### src/rtl/l2_access_controller.sv
// L2 access controller: sequences one line-granular request at a time
// through tag lookup, hit/miss resolution, optional victim writeback,
// bus fill/upgrade, array update (tag/MESI/LRU touch) and a response pulse.
// All outputs are registered and decoded from the next FSM state.
module l2_access_controller #(
    parameter int indexBits = 14,
    parameter int tagBits   = 12,
    parameter int ways      = 8
) (
    input  logic                           clk,
    input  logic                           rst_n,
    input  logic                           req_valid,
    output logic                           req_ready,
    input  logic                           req_write,
    input  logic [tagBits+indexBits-1:0]   req_addr,
    output logic                           rsp_valid,
    output logic                           rsp_hit,
    output logic                           arr_en,
    output logic                           arr_we,
    output logic [indexBits-1:0]           arr_index,
    output logic [$clog2(ways)-1:0]        arr_way,
    output logic [tagBits-1:0]             arr_tag,
    output logic [3:0]                     arr_mesi,
    input  logic                           arr_hit,
    input  logic [$clog2(ways)-1:0]        arr_hit_way,
    input  logic [3:0]                     arr_hit_mesi,
    input  logic [$clog2(ways)-1:0]        arr_victim_way,
    input  logic [tagBits-1:0]             arr_victim_tag,
    input  logic [3:0]                     arr_victim_mesi,
    output logic                           bus_req,
    output logic [1:0]                     bus_cmd,
    output logic [tagBits+indexBits-1:0]   bus_addr,
    input  logic                           bus_gnt,
    input  logic                           bus_done,
    input  logic                           bus_shared
);

    localparam int wayBits  = $clog2(ways);
    localparam int addrBits = tagBits + indexBits;

    localparam logic [3:0] MESI_M = 4'b1000;
    localparam logic [3:0] MESI_E = 4'b0100;
    localparam logic [3:0] MESI_S = 4'b0010;

    localparam logic [1:0] CMD_READ = 2'd0;
    localparam logic [1:0] CMD_RFO  = 2'd1;
    localparam logic [1:0] CMD_WB   = 2'd2;

    typedef enum logic [3:0] {
        IDLE     = 4'd0,
        LOOKUP   = 4'd1,
        CHECK    = 4'd2,
        WB_REQ   = 4'd3,
        WB_WAIT  = 4'd4,
        BUS_REQ  = 4'd5,
        BUS_WAIT = 4'd6,
        UPDATE   = 4'd7,
        RESP     = 4'd8
    } state_t;

    state_t                state_r, state_next_s;
    logic [addrBits-1:0]   addr_r;
    logic                  write_r;
    logic [wayBits-1:0]    way_r, way_next_s;
    logic [3:0]            mesi_r, mesi_next_s;
    logic                  hit_r, hit_next_s;
    logic [1:0]            cmd_r, cmd_next_s;
    logic [3:0]            fill_mesi_s;

    logic                  req_ready_r;
    logic                  rsp_valid_r;
    logic                  rsp_hit_r;
    logic                  arr_en_r;
    logic                  arr_we_r;
    logic [indexBits-1:0]  arr_index_r;
    logic [wayBits-1:0]    arr_way_r;
    logic [tagBits-1:0]    arr_tag_r;
    logic [3:0]            arr_mesi_r;
    logic                  bus_req_r;
    logic [1:0]            bus_cmd_r;
    logic [addrBits-1:0]   bus_addr_r;

    // Next-state, way/MESI/hit/command decisions for the sequencing FSM.
    always_comb begin
        state_next_s = state_r;
        way_next_s   = way_r;
        mesi_next_s  = mesi_r;
        hit_next_s   = hit_r;
        cmd_next_s   = cmd_r;
        // Fill state: reads become E unless another cache shares the line.
        if (write_r) begin
            fill_mesi_s = MESI_M;
        end else if (bus_shared) begin
            fill_mesi_s = MESI_S;
        end else begin
            fill_mesi_s = MESI_E;
        end
        case (state_r)
            IDLE: begin
                if (req_valid) begin
                    state_next_s = LOOKUP;
                end else begin
                    state_next_s = IDLE;
                end
            end
            LOOKUP: state_next_s = CHECK;
            CHECK: begin
                if (arr_hit) begin
                    way_next_s = arr_hit_way;
                    if (!write_r) begin
                        mesi_next_s  = arr_hit_mesi;
                        hit_next_s   = 1'b1;
                        state_next_s = UPDATE;
                    end else if ((arr_hit_mesi == MESI_M) || (arr_hit_mesi == MESI_E)) begin
                        mesi_next_s  = MESI_M;
                        hit_next_s   = 1'b1;
                        state_next_s = UPDATE;
                    end else begin
                        // Write to a shared line: upgrade in place, no victim.
                        hit_next_s   = 1'b0;
                        cmd_next_s   = CMD_RFO;
                        state_next_s = BUS_REQ;
                    end
                end else begin
                    way_next_s = arr_victim_way;
                    hit_next_s = 1'b0;
                    cmd_next_s = write_r ? CMD_RFO : CMD_READ;
                    if (arr_victim_mesi == MESI_M) begin
                        state_next_s = WB_REQ;
                    end else begin
                        state_next_s = BUS_REQ;
                    end
                end
            end
            WB_REQ: begin
                if (bus_gnt && bus_done) begin
                    state_next_s = BUS_REQ;
                end else if (bus_gnt) begin
                    state_next_s = WB_WAIT;
                end else begin
                    state_next_s = WB_REQ;
                end
            end
            WB_WAIT: begin
                if (bus_done) begin
                    state_next_s = BUS_REQ;
                end else begin
                    state_next_s = WB_WAIT;
                end
            end
            BUS_REQ: begin
                if (bus_gnt && bus_done) begin
                    mesi_next_s  = fill_mesi_s;
                    state_next_s = UPDATE;
                end else if (bus_gnt) begin
                    state_next_s = BUS_WAIT;
                end else begin
                    state_next_s = BUS_REQ;
                end
            end
            BUS_WAIT: begin
                if (bus_done) begin
                    mesi_next_s  = fill_mesi_s;
                    state_next_s = UPDATE;
                end else begin
                    state_next_s = BUS_WAIT;
                end
            end
            UPDATE:  state_next_s = RESP;
            RESP:    state_next_s = IDLE;
            default: state_next_s = IDLE;
        endcase
    end

    // FSM state and per-transaction context registers.
    always_ff @(posedge clk or negedge rst_n) begin
        if (!rst_n) begin
            state_r <= IDLE;
            addr_r  <= '0;
            write_r <= 1'b0;
            way_r   <= '0;
            mesi_r  <= 4'b0000;
            hit_r   <= 1'b0;
            cmd_r   <= 2'd0;
        end else begin
            state_r <= state_next_s;
            way_r   <= way_next_s;
            mesi_r  <= mesi_next_s;
            hit_r   <= hit_next_s;
            cmd_r   <= cmd_next_s;
            if ((state_r == IDLE) && req_valid) begin
                addr_r  <= req_addr;
                write_r <= req_write;
            end
        end
    end

    // Registered outputs decoded from the state being entered; data fields
    // load only on entry to the state that uses them and hold otherwise.
    always_ff @(posedge clk or negedge rst_n) begin
        if (!rst_n) begin
            req_ready_r <= 1'b1;
            rsp_valid_r <= 1'b0;
            rsp_hit_r   <= 1'b0;
            arr_en_r    <= 1'b0;
            arr_we_r    <= 1'b0;
            arr_index_r <= '0;
            arr_way_r   <= '0;
            arr_tag_r   <= '0;
            arr_mesi_r  <= 4'b0000;
            bus_req_r   <= 1'b0;
            bus_cmd_r   <= 2'd0;
            bus_addr_r  <= '0;
        end else begin
            req_ready_r <= (state_next_s == IDLE);
            rsp_valid_r <= (state_next_s == RESP);
            rsp_hit_r   <= (state_next_s == RESP) ? hit_next_s : 1'b0;
            arr_en_r    <= (state_next_s == LOOKUP) || (state_next_s == UPDATE);
            arr_we_r    <= (state_next_s == UPDATE);
            bus_req_r   <= (state_next_s == WB_REQ) || (state_next_s == BUS_REQ);
            if (state_next_s == LOOKUP) begin
                arr_index_r <= req_addr[indexBits-1:0];
            end
            if (state_next_s == UPDATE) begin
                arr_way_r  <= way_next_s;
                arr_tag_r  <= addr_r[addrBits-1:indexBits];
                arr_mesi_r <= mesi_next_s;
            end
            if ((state_next_s == WB_REQ) && (state_r != WB_REQ)) begin
                bus_cmd_r  <= CMD_WB;
                bus_addr_r <= {arr_victim_tag, addr_r[indexBits-1:0]};
            end
            if ((state_next_s == BUS_REQ) && (state_r != BUS_REQ)) begin
                bus_cmd_r  <= cmd_next_s;
                bus_addr_r <= addr_r;
            end
        end
    end

    assign req_ready = req_ready_r;
    assign rsp_valid = rsp_valid_r;
    assign rsp_hit   = rsp_hit_r;
    assign arr_en    = arr_en_r;
    assign arr_we    = arr_we_r;
    assign arr_index = arr_index_r;
    assign arr_way   = arr_way_r;
    assign arr_tag   = arr_tag_r;
    assign arr_mesi  = arr_mesi_r;
    assign bus_req   = bus_req_r;
    assign bus_cmd   = bus_cmd_r;
    assign bus_addr  = bus_addr_r;

endmodule

### config.mk
export PLATFORM = sky130hd
export DESIGN_NAME = l2_access_controller
export DESIGN_NICKNAME = d
export VERILOG_FILES = /design/src/rtl/l2_access_controller.sv
export SDC_FILE = /design/constraint.sdc
export NUM_CORES = 1
export LEC_CHECK = 0
export ABC_CLOCK_PERIOD_IN_PS = 3000
export BUFFER_PORTS_ARGS = -buffer_cell sky130_fd_sc_hd__buf_2
export CAP_MARGIN = 30
export CORE_AREA = 2 2 109 111
export CTS_BUF_LIST = sky130_fd_sc_hd__clkbuf_16
export DETAILED_ROUTE_END_ITERATION = 7
export DIE_AREA = 0 0 111 113
export GPL_ROUTABILITY_DRIVEN = 0
export GPL_TIMING_DRIVEN = 0
export PLACE_DENSITY_LB_ADDON = 0.12
export REMOVE_ABC_BUFFERS = 1
export SETUP_SLACK_MARGIN = 0.5
export SLEW_MARGIN = 20
export SYNTH_ARGS = -nofsm -noshare
export SYNTH_HDL_FRONTEND = slang
export SYNTH_SLANG_ARGS = --single-unit
### constraint.sdc
create_clock -name clk -period 3 [get_ports clk]
set_clock_uncertainty 0.15 [all_clocks]
set_input_delay 0.3 -clock clk [delete_from_list [all_inputs] [get_ports clk]]
set_output_delay 0.3 -clock clk [all_outputs]
set_load 0.05 [all_outputs]
==> impl_metrics.py, run 1 <==
metrics = {
    "status": {
        "status": "completed",
    },
    "worst_setup_path": {
        "critPathKind": "reg -> reg",
        "rrSetupSlack_ns": 0.49,
        "cp.required_ns": 3.08,
        "critPathCaptureType": "register",
        "cp.arrival_ns": 2.59,
        "cp_max_fo": 8,
        "worstSetupStartpointType": "register",
    },
    "pwr": {
        "cellPowerDensity_nw_per_um2": 1370,
        "max-vdd-ir-drop_v": 0.000640,
        "p_total_mw": 8.37,
        "cellLeakagePower_nw": 3.30,
    },
    "timing": {
        "max_slew_margin_pct": 69.2,
        "tightest_slew_ns": 0.459,
        "rsz0062_at_grt": "yes",
        "setup_viol": 0,
        "period_share_pct": 83.7,
        "hold_viol_final": 0,
        "fmax_mhz": 398,
        "finalSetupTns_ns": 0,
        "maxSlewViolCount": 0,
        "layout_min_cycle_time_ns": 2.51,
    },
    "synth": {
        "synthArstFlopShare_pct": 100,
        "synth-main-ff-cell": "dfrtp_1",
        "yosys_warnings": 0,
        "synth.top_cell.area_share_pct": 59.1,
        "synthTopCellsByArea": "dfrtp_1, nand2_1, mux2_2",
        "yosys.area.top_type": "dfrtp_1",
        "seq_area_frac_synth_pct": 59.7,
        "synthesis.area_sq_um": 4450,
        "synth-seq-cells": 106,
        "synthCells": 388,
        "avgSynthCellArea_sq_um": 11.5,
        "synth_edf_count": 0,
        "yosys.cell_types.count": 47,
    },
    "clocking": {
        "cts.sinks": 106,
        "clock_path_buffers": 2,
        "tritoncts": "built",
        "h-tree-depth": 3,
        "root_buffer": "clkbuf_16",
        "clock_latency_ns": 0.34,
        "clk_pin_slew_ns": 0.07,
        "numCtsBuffers": 9,
    },
    "place": {
        "hpwl_mm": 7.10,
        "io_buffers": 126,
    },
    "layout": {
        "layout_common_cells": "buf_2, nand2_1, dfrtp_1",
        "area_growth_pct": 37.6,
        "drive_above_1_share_pct": 46.4,
        "n_antenna_cell": 0,
        "layout_commonest_cell": "buf_2",
        "n_fill_cell": 1035,
        "final_nets": 620,
    },
    "route": {
        "drc": 0,
        "drt_first_pass_iters": 4,
        "wl_per_cell_um": 15.2,
        "totalWireLength_mm": 10.7,
        "drt_iter0_drc": 117,
        "viasPerCell": 4.81,
        "dr_total_vias": 3402,
        "ant_nets": 0,
    },
    "die": {
        "start_util_pct": 39.5,
        "die-area_sq_um": 12500,
        "rows": 39,
        "die_h_um": 113,
        "die_w_um": 111,
        "design.core.area_sq_um": 11300,
        "ios": 127,
    },
    "global_route": {
        "grt_pass1_wl_mm": 17.5,
        "grt_overflow": 0,
        "track_usage_pct": 17.5,
        "grt_pass1_vias": 3363,
        "grt_max_degree": 77,
        "grt_antenna_before_repair": 0,
    },
    "job": {
        "drv_cap": 0,
    },
    "hold_path": {
        "min_path_type": "in -> reg",
    },
}
-- cells in the mapped netlist (2+ instances only) --
master	number
mux2_4	10
inv_1	7
nor3_1	5
nor2b_1	4
or4_1	2
mux2_1	8
and2_1	2
a21o_1	3
mux2_2	38
a21oi_1	12
buf_4	3
nor2_1	12
inv_2	2
dfrtp_1	105
nand2b_1	3
mux2i_1	4
buf_6	3
nor4_1	2
buf_2	4
nand2_1	121
o21ai_0	4
clkbuf_1	9
-- metrics by stage --
step                instance area [sq um]  util (%)  worst slack [ns]  hold slack (ns)  cells
floorplan                            4330         -           -0.0383           -0.146    368
global placement                     5140      45.6             -2.52            0.304    637
detailed placement                   5290      47.0            -0.140           0.0592    648
CTS                                  5960      52.9             0.430         0.000135    696
global route                         6120      54.3             0.441           0.0128    708
finish                               6120      54.3             0.488           0.0134    708
-- per-layer routing --
metal  track usage, %  share of wire, %
met1             23.0                45
met2             28.3                48
met3             4.55               5.9
met4             6.25               1.0
met5                0                 0
-- sequential cells by signal (all words and copies together) (netlist names) --
| signal | flops |
|---|---|
| arr_index | 14 |
| state_r | 4 |
| mesi_r | 2 |
| bus_req | 1 |
| bus_cmd | 2 |
| rsp_valid | 1 |
| rsp_hit | 1 |
| bus_addr | 26 |
| hit_r | 1 |
| way_r | 3 |
| arr_way | 3 |
| addr_r | 26 |
| req_ready | 1 |
| arr_en | 1 |
| arr_we | 1 |
| write_r | 1 |
| arr_mesi | 4 |
| cmd_r | 2 |
| arr_tag | 12 |
-- power by group --
part	internal [mW]	switching [mW]	total [mW]	leakage [nW]
sequential	2.08	0.350	2.43	1.32
clock	0.655	0.541	1.20	0.146
combinational	1.92	2.83	4.74	1.84
-- cell families after synthesis --
family          share of synthesized area [%]
compound gates                           5.40
xor+xnor                                0.197
flops                                    59.7
mux                                      15.9
buf+inv                                  3.32
simple gates                             15.5
-- critical path, cell delays in order (launching register included) --
cell and delay, ns:
dfrtp_2 0.44, buf_6 0.15, nor4b_4 0.35, and3_1 0.23
a211o_4 0.15, nor4_4 0.05, buf_4 0.17, buf_8 0.14
mux2_4 0.30, mux2_4 0.27
-- path summary, 6_finish.rpt --
kind	from	endpoint	cells past startpoint
max	state_r[2]	bus_addr[20]	9
min	req_addr[8]	addr_r[8]	3
max reg2reg	state_r[2]	bus_addr[20]	9
min reg2reg	arr_index[2]	arr_index[2]	2
max in group asynchronous	rst_n	state_r[0]	3
min in group asynchronous	rst_n	arr_way[1]	2
-- layout make-up --
type                    instances  area [sq um]  area share [%]
clock inverters                 7          77.6            1.27
clock buffers                   9           225            3.68
well taps                     143           179            2.92
repair buffers                181          1180            19.3
multi-input cells             253          1760            28.8
flip-flops and latches        106          2660            43.5
inverters                       9          33.8           0.552
-- repair_timing --
item,4_1_cts,5_1_grt
cloned,1,0
hold buffers,15,0
setup buffers,16,12
endpoints found under the hold margin,44,0
setup endpoints to repair,28,30
resized for setup,24,18
pin swaps,4,6
(Power assumes the default switching activity.)
==> run 2, diff against run 1 <==
--- a/config.mk
+++ b/config.mk
@@ -5,7 +5,7 @@
 export SDC_FILE = /design/constraint.sdc
 export NUM_CORES = 1
 export LEC_CHECK = 0
-export ABC_CLOCK_PERIOD_IN_PS = 3000
+export ABC_CLOCK_PERIOD_IN_PS = 2200
 export BUFFER_PORTS_ARGS = -buffer_cell sky130_fd_sc_hd__buf_2
 export CAP_MARGIN = 30
 export CORE_AREA = 2 2 109 111
==> constraint.sdc (replaced) <==
create_clock -name clk -period 2.2 [get_ports clk]
set_clock_uncertainty 0.15 [all_clocks]
set_input_delay 0.22 -clock clk [delete_from_list [all_inputs] [get_ports clk]]
set_output_delay 0.22 -clock clk [all_outputs]
set_load 0.05 [all_outputs]
==> run 2 against run 1 <==
  * The flow now finishes with violations (negative setup slack)
  * Die area stayed put
  * Sequential power is 39% higher
  * Global-route usage is 0.66 points higher
  * Critical path depth stayed put
  * Critical path type unchanged
  * Largest cell class unchanged
==> impl_metrics.py, run 2 (synthesis gave the netlist of run 1 again) <==
metrics = {
    "route": {
        "viasPerCell": 4.87,
        "ant_nets": 0,
        "highest_layer": "met4",
        "dr_total_vias": 3594,
        "drt_first_pass_iters": 4,
        "totalWireLength_mm": 12.4,
        "met1_length_mm": 5.46,
        "routed-wl-met2_mm": 6.07,
        "drt_iter0_drc": 83,
        "wl_per_cell_um": 16.8,
        "drc": 0,
        "wl_met3_um": 658,
    },
    "worst_setup_path": {
        "cp.required_ns": 2.28,
        "cp.arrival_ns": 2.62,
        "cp_max_fo": 8,
        "path_delay_family": "simple AND/OR/NAND/NOR gates",
        "critical-path-max-stage-delay_ns": 0.54,
        "worstSetupStartpointType": "register",
        "critPathCaptureType": "register",
        "path_cells": "inv_2, and4_1, or4_4, buf_6, nor3_2, o21ai_4, buf_6, buf_16, mux2_4",
        "cpMaxStageDelayCell": "or4_4",
        "cp_common_cell": "buf_6",
        "critPathBufInv": 4,
        "rrSetupSlack_ns": -0.34,
        "critPathKind": "reg -> reg",
    },
    "clocking": {
        "clk_pin_slew_ns": 0.07,
        "cts.sinks": 106,
        "root_buffer": "clkbuf_16",
        "tritoncts": "built",
        "clock_path_buffers": 2,
        "clock_latency_ns": 0.34,
        "numCtsBuffers": 9,
        "h-tree-depth": 3,
    },
    "place": {
        "place_inst": 648,
        "io_buffers": 126,
        "hpwl_mm": 7.10,
        "place_ws_ns": -0.933,
    },
    "status": {
        "status": "finished with violations",
        "violations": "negative setup slack",
    },
    "global_route": {
        "grt_pass1_vias": 3524,
        "grt_pass1_wl_mm": 18.1,
        "track_usage_pct": 18.2,
        "grt_max_degree": 77,
        "grt_overflow": 0,
        "grt_antenna_before_repair": 0,
    },
    "pwr": {
        "cellPowerDensity_nw_per_um2": 1780,
        "max-vdd-ir-drop_v": 0.000900,
        "cellLeakagePower_nw": 3.67,
    },
    "layout": {
        "drive_above_1_share_pct": 57.1,
        "fin_util_pct": 61.1,
        "final_nets": 650,
        "instances_no_fill": 738,
        "n_fill_cell": 942,
        "layout_commonest_cell": "buf_2",
        "layout_common_cells": "buf_2, dfrtp_1, nand2_1",
        "area_growth_pct": 54.7,
        "n_antenna_cell": 0,
    },
    "die": {
        "start_util_pct": 39.5,
        "die_w_um": 111,
        "ios": 127,
        "design.core.area_sq_um": 11300,
        "die_h_um": 113,
        "die-area_sq_um": 12500,
        "rows": 39,
    },
    "timing": {
        "fmax_mhz": 394,
        "hold_viol_final": 0,
        "tightest_slew_ns": 0.384,
        "worst_hold_slack_ns": 0.0573,
        "fin_ws_ns": -0.341,
        "period_share_pct": 115,
        "finalSetupTns_ns": -8.91,
        "rsz0062_at_grt": "yes",
        "max_slew_margin_pct": 74.4,
        "maxSlewViolCount": 0,
        "setup_viol": 28,
        "layout_min_cycle_time_ns": 2.54,
    },
    "hold_path": {
        "min_path_type": "in -> reg",
    },
    "job": {
        "drv_cap": 0,
    },
}
-- run 2: cell types whose count changed in the layout (fill, tap and decap cells not counted), moves of 2 or more --
cell | previous run | this run
nand2_1 | 119 | 65
nand2_2 | 2 | 34
nand2_4 | 0 | 22
buf_6 | 6 | 20
dlygate4sd3_1 | 15 | 28
buf_12 | 2 | 7
buf_2 | 129 | 125
clkbuf_16 | 9 | 12
o21ai_0 | 3 | 0
buf_4 | 24 | 22
nand2b_1 | 3 | 1
-- run 2: per-layer routing --
metal / vias up / global-route usage [%]
li1: 1701 / -
met3: 16 / 4.61
met4: 0 / 6.50
met2: 111 / 29.8
met1: 1766 / 23.6
met5: - / 0
-- run 2: worst paths after layout --
kind,start,end,cells past startpoint
worst max-delay path,state_r[2],bus_addr[5],9
worst min-delay path,arr_victim_tag[8],bus_addr[22],3
worst max register to register,state_r[2],bus_addr[5],9
worst min register to register,arr_index[6],arr_index[6],2
max in group asynchronous,rst_n,state_r[0],3
min in group asynchronous,rst_n,arr_mesi[1],2
-- run 2: area by class of cell --
cell class	instances	area (sq um)	area share, %
well taps	143	179	2.60
flip-flops and latches	106	2660	38.7
inverters	9	33.8	0.491
clock inverters	7	77.6	1.13
multi-input cells	253	2070	30.0
clock buffers	9	225	3.27
repair buffers	211	1640	23.8
-- run 2: power breakdown --
| part | internal (mW) | switching [mW] |
|---|---|---|
| clock | 0.893 | 0.752 |
| sequential | 2.83 | 0.536 |
| combinational | 3.09 | 4.17 |
-- run 2: repair_timing --
action / in CTS / in global routing
setup buffers: 23 / 17
pin swaps: 8 / 28
gates cloned: 2 / 4
hold endpoints to repair: 74 / 0
hold buffers: 28 / 0
setup endpoints to repair: 102 / 102
gates resized for setup: 33 / 137
-- run 2: worst register-to-register path, delay by kind of cell, from the launching register on --
| kind | cells | cell delay, ns |
|---|---|---|
| AND/OR/NAND/NOR | 3 | 0.96 |
| buffers and inverters | 4 | 0.50 |
| flip-flops | 1 | 0.42 |
| multiplexers | 1 | 0.31 |
| AO/OA/AOI/OAI | 1 | 0.10 |
-- run 2: through the flow --
stage | power, mW | cell area, sq um
floorplan | 7.38 | 4330
global placement | 8.59 | 5140
detailed placement | 8.89 | 5290
CTS | 11.5 | 6200
global route | 12.9 | 6880
finish | 12.3 | 6880
